**config.mk**
```make
export PLATFORM = sky130hd
export DESIGN_NAME = bus_unpacker
export DESIGN_NICKNAME = d
export VERILOG_FILES = /design/src/rtl/bus_unpacker.sv
export SDC_FILE = /design/constraint.sdc
export NUM_CORES = 1
export LEC_CHECK = 0
export ABC_AREA = 1
export BUFFER_PORTS_ARGS = -buffer_cell sky130_fd_sc_hd__clkbuf_2
export CORE_MARGIN = 4
export CORE_UTILIZATION = 54
export DETAILED_ROUTE_END_ITERATION = 8
export PLACE_DENSITY = 0.93
export SLEW_MARGIN = 0
export SYNTH_ARGS = -nofsm -noshare
export SYNTH_HDL_FRONTEND = slang
export SYNTH_SLANG_ARGS = --single-unit
```
**constraint.sdc**
```tcl
create_clock -name clk -period 3.5 [get_ports clk]
set_input_delay 0.525 -clock clk [delete_from_list [all_inputs] [get_ports clk]]
set_output_delay 0.525 -clock clk [all_outputs]
set_load 0.005 [all_outputs]
```
**src/rtl/bus_unpacker.sv**
```systemverilog
// -----------------------------------------------------------------------------
// bus_unpacker
//
// Downstream consumer of the 24-bit valid/ready bus stage. Each input word is
// held in a one-entry buffer and emitted as RATIO = IN_W/OUT_W narrower beats,
// most-significant slice first. The final beat of every word is flagged with
// out_last. A word waiting upstream is loaded on the same edge the last beat
// of the current word leaves, so consecutive words stream out with no bubble.
//
// Parameters
//   IN_W   input word width (integer multiple of OUT_W)
//   OUT_W  output beat width (IN_W/OUT_W >= 2)
//   CNT_W  beat counter width (2**CNT_W >= IN_W/OUT_W)
//
// Ports
//   clk        in   system clock, rising edge
//   RST        in   asynchronous, active-high reset
//   in_valid   in   upstream word valid
//   in_data    in   upstream word [IN_W]
//   in_ready   out  a word can be taken this cycle (forced low during RST)
//   out_valid  out  out_data holds a valid beat
//   out_data   out  current beat [OUT_W], zero while empty
//   out_ready  in   downstream accepts the beat
//   out_last   out  current beat is the final slice of its word
//   busy       out  a word is held
// -----------------------------------------------------------------------------
module bus_unpacker #(
    parameter int IN_W  = 24,
    parameter int OUT_W = 8,
    parameter int CNT_W = 2
) (
    input  logic             clk,
    input  logic             RST,
    input  logic             in_valid,
    input  logic [IN_W-1:0]  in_data,
    output logic             in_ready,
    output logic             out_valid,
    output logic [OUT_W-1:0] out_data,
    input  logic             out_ready,
    output logic             out_last,
    output logic             busy
);

    localparam int               RATIO    = IN_W / OUT_W;
    localparam logic [CNT_W-1:0] LAST_CNT = CNT_W'(RATIO - 1);

    logic             full;
    logic [IN_W-1:0]  data_q;
    logic [CNT_W-1:0] cnt;

    logic in_fire;
    logic out_fire;

    // -------------------------------------------------------------------------
    // Output decode
    // -------------------------------------------------------------------------
    assign out_valid = full;
    assign busy      = full;
    assign out_last  = full && (cnt == LAST_CNT);

    // The out_ready -> in_ready path is combinational on purpose: it lets the
    // next word load on the very edge the last beat is consumed.
    assign in_ready = !RST && (!full || (out_ready && out_last));

    assign in_fire  = in_valid && in_ready;
    assign out_fire = out_valid && out_ready;

    // Beat select: cnt = 0 picks the most-significant slice.
    // NOTE: every signal driven in always_comb gets a default first, so no
    // path through the block leaves it unassigned and no latch is inferred.
    always_comb begin
        out_data = '0;
        if (full) begin
            for (int i = 0; i < RATIO; i++) begin
                if (cnt == CNT_W'(RATIO - 1 - i)) begin
                    out_data = data_q[i*OUT_W +: OUT_W];
                end
            end
        end
    end

    // -------------------------------------------------------------------------
    // Word buffer and beat counter
    // -------------------------------------------------------------------------
    // NOTE: sequential state is updated with non-blocking assignments so every
    // register samples the pre-edge values of the others, whatever the order.
    // NOTE: data_q is cleared on reset as well as the control bits, so nothing
    // of a word in flight can reappear after reset is released.
    always_ff @(posedge clk or posedge RST) begin
        if (RST) begin
            full   <= 1'b0;
            cnt    <= '0;
            data_q <= '0;
        end else if (!full) begin
            if (in_fire) begin
                data_q <= in_data;
                cnt    <= '0;
                full   <= 1'b1;
            end
        end else if (out_fire) begin
            if (cnt != LAST_CNT) begin
                cnt <= cnt + 1'b1;
            end else if (in_valid) begin
                // Chained word: last beat leaves and the next word arrives
                // on the same edge, so full stays set.
                data_q <= in_data;
                cnt    <= '0;
            end else begin
                full <= 1'b0;
                cnt  <= '0;
            end
        end
    end

endmodule

```
# Yosys cells after proc, flatten, opt, wreduce, memory -nomap -nowiden
# Index checks and enable logic that the tools add are counted.
# totals
regBits	27
output_inout_bits	12
elab_cells	40
# op_classes
add_sub_neg	1
n_eq_ne	6
n_mux	18
reduce_logical	12
# op_table
cell	count
24-bit 2-to-1 mux	5
8-bit 2-to-1 mux	4
2-bit 2-to-1 mux	4
2-bit inequality test, second input constant	3
1-bit logical AND	5
1-bit 2-to-1 mux	5
4-bit AND reduction	1
2-bit by 1-bit adder with 2-bit output, second input constant	1
2-bit by 1-bit equality test with 1-bit output, second input constant	1
2-bit equality test, second input constant	1
1-bit zero test	2
2-bit zero test	1
2-bit by 1-bit inequality test with 1-bit output, second input constant	1
2-bit AND reduction	1
2-bit nonzero test	1
1-bit logical OR	1

# Logic depth before layout (Yosys ltp)
# Gate-level depths: netlist of run 1.
# logic_depth
ltp_word	8
depth_mapped	7

# Worst setup path before layout of run 1
# OpenSTA, ideal clock, no wires.
# synth_timing
kind	reg-to-output
startpoint	reg cnt[1]
endpoint	out out_data[0]
arrival_time_ns	1.015
setup_slack_ns	1.960
path_stages_with_launch	7
cell_sequence	dfrtp_1 buf_2 nor2_2 nand2_1 nand3_1 nand2_1 inv_1
# synth_between
elab_chain_cells	5
word_cells_on_any_way	7
cone_classes	2 x eq/ne; 4 x mux; 1 x reduce/logical
# synth_rtl
element	line	text
from (decl)	49	logic [CNT_W-1:0] cnt;
from (signal assigned)	102	cnt <= cnt + 1'b1;
2-bit equality test	75	if (cnt == CNT_W'(RATIO - 1 - i)) begin
8-bit 2-to-1 mux (2 in series)	75	
8-bit 2-to-1 mux *	75	
8-bit 2-to-1 mux *	73	if (full) begin
to (decl)	38	output logic [OUT_W-1:0] out_data,
# Every way passes the cells marked *; elsewhere a longest branch is shown, timed or not.

# Worst setup path in the final report of run 1
# layout_timing
startpoint	reg cnt[1]
endpoint	out out_data[5]
# The elaborated chain is that of the path after synthesis.

==> results of run 1 <==
[placed cells by master, fill, tap and decap left out, drive strengths merged]
master	instances
nand2	71
nand3	50
clkbuf	43
dfrtp	27
inv	13
a21oi	2
buf	2
nor2	2
a21boi	1
clkinv	1
nor3	1
o21ai	1
[kinds of logic after synthesis]
kind of cell | count (synthesis) | synth area share
and+or+nand+nor | 124 | 0.393
AOI/OAI and AO/OA | 4 | 0.0245
buffers and inverters | 24 | 0.0917
DFF | 27 | 0.490
[state kept, by name, summed over array words and instances (netlist names)]
register	flops
cnt	2
busy	1
data_q	24
[through the flow]
step	util	setup slack (ps)	cells	power (mW)
after floorplan	-	1960	179	0.971
after global placement	0.632	1680	240	1.11
after detailed placement	0.632	1630	240	1.14
after CTS	0.643	1260	244	1.27
after global routing	0.643	1100	244	1.38
final	0.643	1230	244	1.26
[per-layer routing]
metal,vias to the layer above,GRT usage,part of all wire
met5,-,0,0
met4,0,0.0728,0.014
met3,6,0.0197,0.074
met2,50,0.329,0.48
met1,595,0.264,0.43
li1,642,-,-
[worst max path at each step]
| stage | to | slack, ps | depth (start not counted) |
|---|---|---|---|
| finish | out_data[5] | 1230 | 6 |
| global route | out_data[2] | 1100 | 6 |
| CTS | out_data[5] | 1260 | 6 |
| detailed placement | out_data[0] | 1630 | 6 |
| global placement | out_data[0] | 1680 | 6 |
| floorplan | out_data[0] | 1960 | 6 |
[synthesized netlist by cell type (all sizes together)]
cell    number  area, µm²
clkinv       1       3.75
a21oi        2       10.0
buf          9       70.1
inv         13       48.8
dfrtp       27        676
clkbuf       1       3.75
nand3       50        250
nor3         1       5.00
a21boi       1       18.8
nor2         2       10.0
nand2       71        277
o21ai        1       5.00
[cell type report]
| type | instances | area, µm² |
|---|---|---|
| Sequential cell | 27 | 676 |
| Fill cell | 244 | 877 |
| Timing Repair Buffer | 41 | 210 |
| Multi-Input combinational cell | 128 | 576 |
| Tap cell | 30 | 37.5 |
| Inverter | 14 | 52.6 |
| Clock buffer | 4 | 26.3 |
[where the power goes]
part	leakage, nW	switching (mW)	internal (mW)
Clock	0.0150	0.0884	0.0446
Combinational	0.593	0.335	0.213
Sequential	0.333	0.128	0.454
[worst max-delay path, cell delays in order, from the launching register on]
cell,delay (ps)
dfrtp_1,610
clkinv_1,350
nand3_1,150
nand3_1,90
nand2_1,70
inv_1,50
clkbuf_2,100
==> reports/qor.csv, run 1 <==
metric;value;unit
power density over the cells;800;mW/mm²
final hold viol count;0;
RSZ-0062 raised after global routing;no;
port bufs;39;
sequential share of the synthesized area;0.490;
CTS clk-pin slew, worst paths;140;ps
CP Capture Type;output pin;
reg2reg path depth;6;
H-tree lvl count;1;
Netlist cell types;18;
CP Class;reg2out;
setup TNS;0;ps
Register-to-Register Setup Slack;1620;ps
status;finished, final reports clean;
Slew Limit Fails;0;
CTS sink count;27;
Final setup viols;0;
global-route wire length before repair;5.24;mm
CTS max path bufs;2;
Mapped Area;0.00138;mm²
drt wl/cell;12.6;µm
First-pass DRT Iterations;4;
Final Cycle Share;0.649;
CP required;2970;ps
Post-CTS Setup Bufs;0;
max_cap viols;0;
Net Count, Synth;207;
vias per cell;5.30;
vias in the first global route;1233;
initial antenna violation count;0;
Std-Cell Rows;18;
Syn Area/Cell;7.70;µm²
capturing point of the worst reg2reg path;data_q[8];
initial core utilization;0.561;
CTS Hold Buffers Added;0;
total grt overflow;0;
Placed Area;0.00155;mm²
fmax;0.440;GHz
detailed placer's ending HPWL;2.24;mm
Min Clock Period, post-route;2270;ps
Peak VDD IR;0.000517;V
I/O pins;40;
worst r2r src;cnt[0];
Hold WS;274;ps
drt drc;0;
post-synthesis cell count;179;
Hold Crit Class;in2async;
routed wire length;3.07;mm
P&R area growth vs syn;14.5;%
CTS tree;built;
final setup skew;1.40;ps
GP Congestion;0.883;
total CTS buffers;3;
Least-Margin Pin Slew;524;ps
Via Count;1293;
Global Route Usage Sum;0.197;
Antenna Cells;0;
Critical Path Fanout Max;12;
Worst Setup SP;cnt[1];
CTS resizes;0;
CP Launch Type;flop;
Die X;58.5;µm
worst skew pair latency;320;ps
Die H;58.5;µm
Slew HR;0.650;
Post-layout nets;243;
CP arrival;1750;ps
Leak;0.941;nW
Post-DRT Antenna Nets;0;
Clock Tree Root;clkbuf_4;
synthesized flop and latch total;27;
fin area;0.00158;mm²
largest net degree at the start of global routing;29;
Syn. warnings;0;
die area;0.00342;mm²
Core Region;0.00245;mm²
Initial DRC Count;27;
layout cells sized above 1;0.234;
Note: power is estimated with default switching activity, not from simulation.
==> run 2: changes to the inputs <==
--- a/config.mk
+++ b/config.mk
@@ -8,9 +8,9 @@
 export ABC_AREA = 1
 export BUFFER_PORTS_ARGS = -buffer_cell sky130_fd_sc_hd__clkbuf_2
 export CORE_MARGIN = 4
-export CORE_UTILIZATION = 54
+export CORE_UTILIZATION = 51
 export DETAILED_ROUTE_END_ITERATION = 8
-export PLACE_DENSITY = 0.93
+export PLACE_DENSITY = 0.89
 export SLEW_MARGIN = 0
 export SYNTH_ARGS = -nofsm -noshare
 export SYNTH_HDL_FRONTEND = slang
==> constraint.sdc (replaced) <==
create_clock -name clk -period 2.1 [get_ports clk]
set_input_delay 0.315 -clock clk [delete_from_list [all_inputs] [get_ports clk]]
set_output_delay 0.315 -clock clk [all_outputs]
set_load 0.005 [all_outputs]
==> run 2 against run 1 <==
Compared with the run above:
- sequential power increased by 68%
- hold slack got worse by 190 ps
- flip-flop and latch count unchanged
- non-clock buffer count increased by 1
- total power increased by 68%
- largest cell class unchanged
- largest power group unchanged
==> reports/qor.csv, run 2 (synthesis results as in run 1) <==
metric;value;unit
Slew HR;0.671;
Largest Register;data_q;
largest net degree at the start of global routing;28;
worst r2r src;busy;
final hold viol count;0;
total power;2.12;mW
most frequent CP cell;nand3_1;
Initial DRC Count;40;
status;finished, final reports clean;
Slew Limit Fails;0;
CP arrival;1580;ps
drt wl/cell;12.2;µm
Final setup viols;0;
most common cell after layout, fill and taps aside;nand2_1;
vias per cell;5.13;
critical path cell sequence;clkinv_1, nand3_1, nand3_1, nand2_1, inv_1, clkbuf_2;
Global Route Usage Sum;0.185;
initial antenna violation count;0;
Worst path slowest cell;dfrtp_2;
Placed Cells;241;
Largest register FFs;24;
CP required;1780;ps
Core Region;0.00252;mm²
CTS tree;built;
final core occ;0.631;
global-route wire length before repair;5.04;mm
Antenna Cells;0;
initial core utilization;0.546;
total CTS buffers;3;
max incr delay on CP;530;ps
Place WS;448;ps
Std-Cell Rows;18;
port bufs;39;
reg2reg path depth;5;
CTS clk-pin slew, worst paths;140;ps
Hold Crit Class;in2async;
total grt overflow;0;
Die H;60.0;µm
Via Count;1258;
P&R area growth vs syn;15.6;%
Min Clock Period, post-route;1900;ps
GP Congestion;0.892;
power density over the cells;1330;mW/mm²
H-tree lvl count;1;
most frequent cells in the layout;69 x nand2_1, 50 x nand3_1, 39 x clkbuf_2;
setup TNS;0;ps
Layout Cells excl Fill;245;
Post-layout nets;244;
CP Class;reg2out;
Final Cycle Share;0.903;
worst setup margin;203;ps
Register-to-Register Setup Slack;420;ps
Peak VDD IR;0.000841;V
Hold WS;84.2;ps
First-pass DRT Iterations;4;
RSZ-0062 raised after global routing;no;
Post-DRT Antenna Nets;0;
fmax;0.527;GHz
layout cells sized above 1;0.247;
Die X;60.0;µm
CP Capture Type;output pin;
max_cap viols;0;
fillcell total;238;
CTS sink count;27;
CTS max path bufs;2;
routed wire length;3.00;mm
detailed placer's ending HPWL;2.26;mm
Clock Tree Root;clkbuf_4;
capturing point of the worst reg2reg path;data_q[10];
CP Launch Type;flop;
Placed Area;0.00156;mm²
Leak;0.949;nW
Critical Path Fanout Max;12;
I/O pins;40;
die area;0.00360;mm²
worst skew pair latency;320;ps
Least-Margin Pin Slew;494;ps
vias in the first global route;1214;
fin area;0.00159;mm²
drt drc;0;
final setup skew;7.95;ps
run 2: cell types whose count changed in the layout (fill, tap and decap cells not counted), sizes merged:
cell / before / now
buf: 2 / 3
clkbuf: 43 / 42
clkinv: 1 / 2
run 2: power breakdown:
part,total (mW),internal [mW],switching [mW],leakage [nW]
sequential,0.977,0.758,0.219,0.332
combinational,0.931,0.371,0.560,0.599
clock,0.217,0.0713,0.145,0.0177
total,2.12,1.20,0.924,0.949
run 2: area by class of cell:
class	instances	area (µm²)	share of cell area
flip-flops and latches	27	677	0.425
clock inverters	1	5.00	0.00314
well taps	30	37.5	0.0236
repair buffers	42	218	0.137
clock buffers	3	22.5	0.0141
inverters	14	52.6	0.0330
multi-input cells	128	581	0.364
run 2: what timing repair did:
action / CTS / global route
buffers inserted: 0 / 0
endpoints found under the setup margin: 0 / 9
hold buffers: 0 / 0
gates resized for setup: 0 / 2
run 2: worst max-delay path: cells and delay by family, from the launching register on:
kind | cells | cell delay (ps)
AND/OR/NAND/NOR | 3 | 320
flip-flops | 1 | 530
buffers and inverters | 3 | 420
run 2: how the worst max path moves through the flow:
stage                 from          end
CTS                 cnt[1]  out_data[1]
global route        cnt[1]  out_data[3]
floorplan           cnt[1]  out_data[0]
global placement    cnt[1]  out_data[0]
detailed placement  cnt[1]  out_data[1]
finish              cnt[1]  out_data[1]
run 2: routing by layer:
metal / up-vias / share of wire / track usage
met3: 4 / 0.078 / 0.0367
li1: 645 / - / -
met2: 48 / 0.46 / 0.304
met4: 0 / 0.010 / 0.0601
met5: - / 0 / 0
met1: 561 / 0.45 / 0.245
==> run 3: changes to the inputs <==
--- a/config.mk
+++ b/config.mk
@@ -10,7 +10,8 @@
 export CORE_MARGIN = 4
 export CORE_UTILIZATION = 51
 export DETAILED_ROUTE_END_ITERATION = 8
-export PLACE_DENSITY = 0.89
+export MAX_ROUTING_LAYER = met4
+export PLACE_DENSITY_LB_ADDON = 0.2
 export SLEW_MARGIN = 0
 export SYNTH_ARGS = -nofsm -noshare
 export SYNTH_HDL_FRONTEND = slang
==> run 3 against run 2 <==
Compared with the run above:
- clock power grew 5%
- hold slack gained 8.8 ps
- maximum frequency shrank 3.8%
- combinational power grew 1%
- non-clock buffer count grew 1
- sequential share of layout area shrank 0.13 points
- die area is the same
- critical path type unchanged
==> reports/qor.csv, run 3 (synthesis results as in run 1) <==
metric;value;unit
layout cells sized above 1;0.250;
Multi-input gate area;576;µm²
Largest register FFs;24;
CP Launch Type;flop;
flip-flop and latch area;677;µm²
First-pass DRT Iterations;4;
Global Route Usage Sum;0.205;
CP arrival;1660;ps
vias per cell;5.25;
GP Congestion;0.799;
routed wire length;3.17;mm
Post-DRT Antenna Nets;0;
most frequent cells in the layout;69 x nand2_1, 50 x nand3_1, 39 x clkbuf_2;
Final Cycle Share;0.939;
fmax;0.507;GHz
Worst path slowest cell;dfrtp_1;
Place WS;426;ps
Hold Crit Class;in2async;
status;finished, final reports clean;
I/O pins;40;
Post-layout nets;245;
power density over the cells;1340;mW/mm²
Top delay family on crit path;simple AND/OR/NAND/NOR gates;
Die H;60.0;µm
vias in the first global route;1250;
CP required;1780;ps
CTS clk-pin slew, worst paths;140;ps
drt drc;0;
Via Count;1291;
port bufs;39;
CP Class;reg2out;
Leak;0.949;nW
setup TNS;0;ps
most frequent CP cell;nand2_1;
Min Clock Period, post-route;1970;ps
global-route wire length before repair;5.41;mm
largest net degree at the start of global routing;28;
Peak VDD IR;0.000743;V
Core Region;0.00252;mm²
detailed placer's ending HPWL;2.29;mm
Clock Tree Root;clkbuf_4;
Initial DRC Count;47;
RSZ-0062 raised after global routing;no;
drt wl/cell;12.9;µm
Critical Path Fanout Max;12;
final hold viol count;0;
CTS sink count;27;
CP Capture Type;output pin;
Largest Register;data_q;
CP Buf/Inv Count;2;
final setup skew;2.64;ps
Worst Setup SP;cnt[0];
Slew HR;0.728;
critical path cell sequence;nor2_2, nand2_1, nand3_1, nand2_1, inv_1, clkbuf_2;
Antenna Cells;0;
initial core utilization;0.546;
Slew Limit Fails;0;
CTS tree;built;
die area;0.00360;mm²
worst skew pair latency;330;ps
CTS max path bufs;2;
Die X;60.0;µm
total grt overflow;0;
Final setup viols;0;
fillcell total;241;
H-tree lvl count;1;
max incr delay on CP;550;ps
initial antenna violation count;0;
worst r2r src;cnt[0];
most common cell after layout, fill and taps aside;nand2_1;
worst setup margin;129;ps
max_cap viols;0;
Least-Margin Pin Slew;407;ps
total CTS buffers;3;
Std-Cell Rows;18;
P&R area growth vs syn;16.0;%
run 3: final timing paths:
kind | depth (start not counted) | end | slack (ps)
max | 6 | out_data[6] | 130
min | 3 | data_q[21] | 90
max reg2reg | 6 | data_q[19] | 430
min reg2reg | 2 | data_q[21] | 490
max in group asynchronous | 3 | cnt[1] | 1730
min in group clk | 3 | data_q[1] | 190
run 3: area by class of cell:
| cell class | instances | area share |
|---|---|---|
| Timing Repair Buffer | 43 | 0.141 |
| Clock buffer | 4 | 0.0164 |
| Multi-Input combinational cell | 128 | 0.360 |
| Inverter | 14 | 0.0352 |
| Tap cell | 30 | 0.0235 |
| Sequential cell | 27 | 0.424 |
run 3: through the flow:
step / power, mW / instances / hold WS [ps] / instance area (µm²) / utilization
2_1_floorplan: 1.62 / 179 / 376 / 1380 / -
3_5_place_dp: 1.92 / 242 / 463 / 1570 / 0.621
5_1_grt: 2.35 / 246 / 142 / 1600 / 0.633
4_1_cts: 2.15 / 246 / 109 / 1590 / 0.631
3_3_place_gp: 1.89 / 242 / 457 / 1570 / 0.621
6_report: 2.14 / 246 / 93.0 / 1600 / 0.633
run 3: timing repair:
item	4_1_cts	5_1_grt
gates resized for setup	0	2
hold buffers	0	0
setup endpoints to repair	0	9
endpoints found under the hold margin	0	0
buffers inserted	0	0
run 3: worst register-to-register path, cell delays in order, from the launching register on:
cell,delay [ps]
dfrtp_1,550
inv_2,210
nand3_1,140
nand2_2,270
nand2_4,230
nand2_1,120
nand2_1,50
run 3: power by group:
| group | internal [mW] | switching (mW) |
|---|---|---|
| sequential | 0.758 | 0.213 |
| clock | 0.0747 | 0.154 |
| combinational | 0.376 | 0.567 |
| total | 1.21 | 0.934 |
run 3: routing by layer:
metal	global-route usage	wire length, µm	up-vias
li1	-	-	651
met1	0.251	1380	590
met2	0.346	1550	45
met3	0.0324	203	5
met4	0.0665	38	0
met5	-	0	-
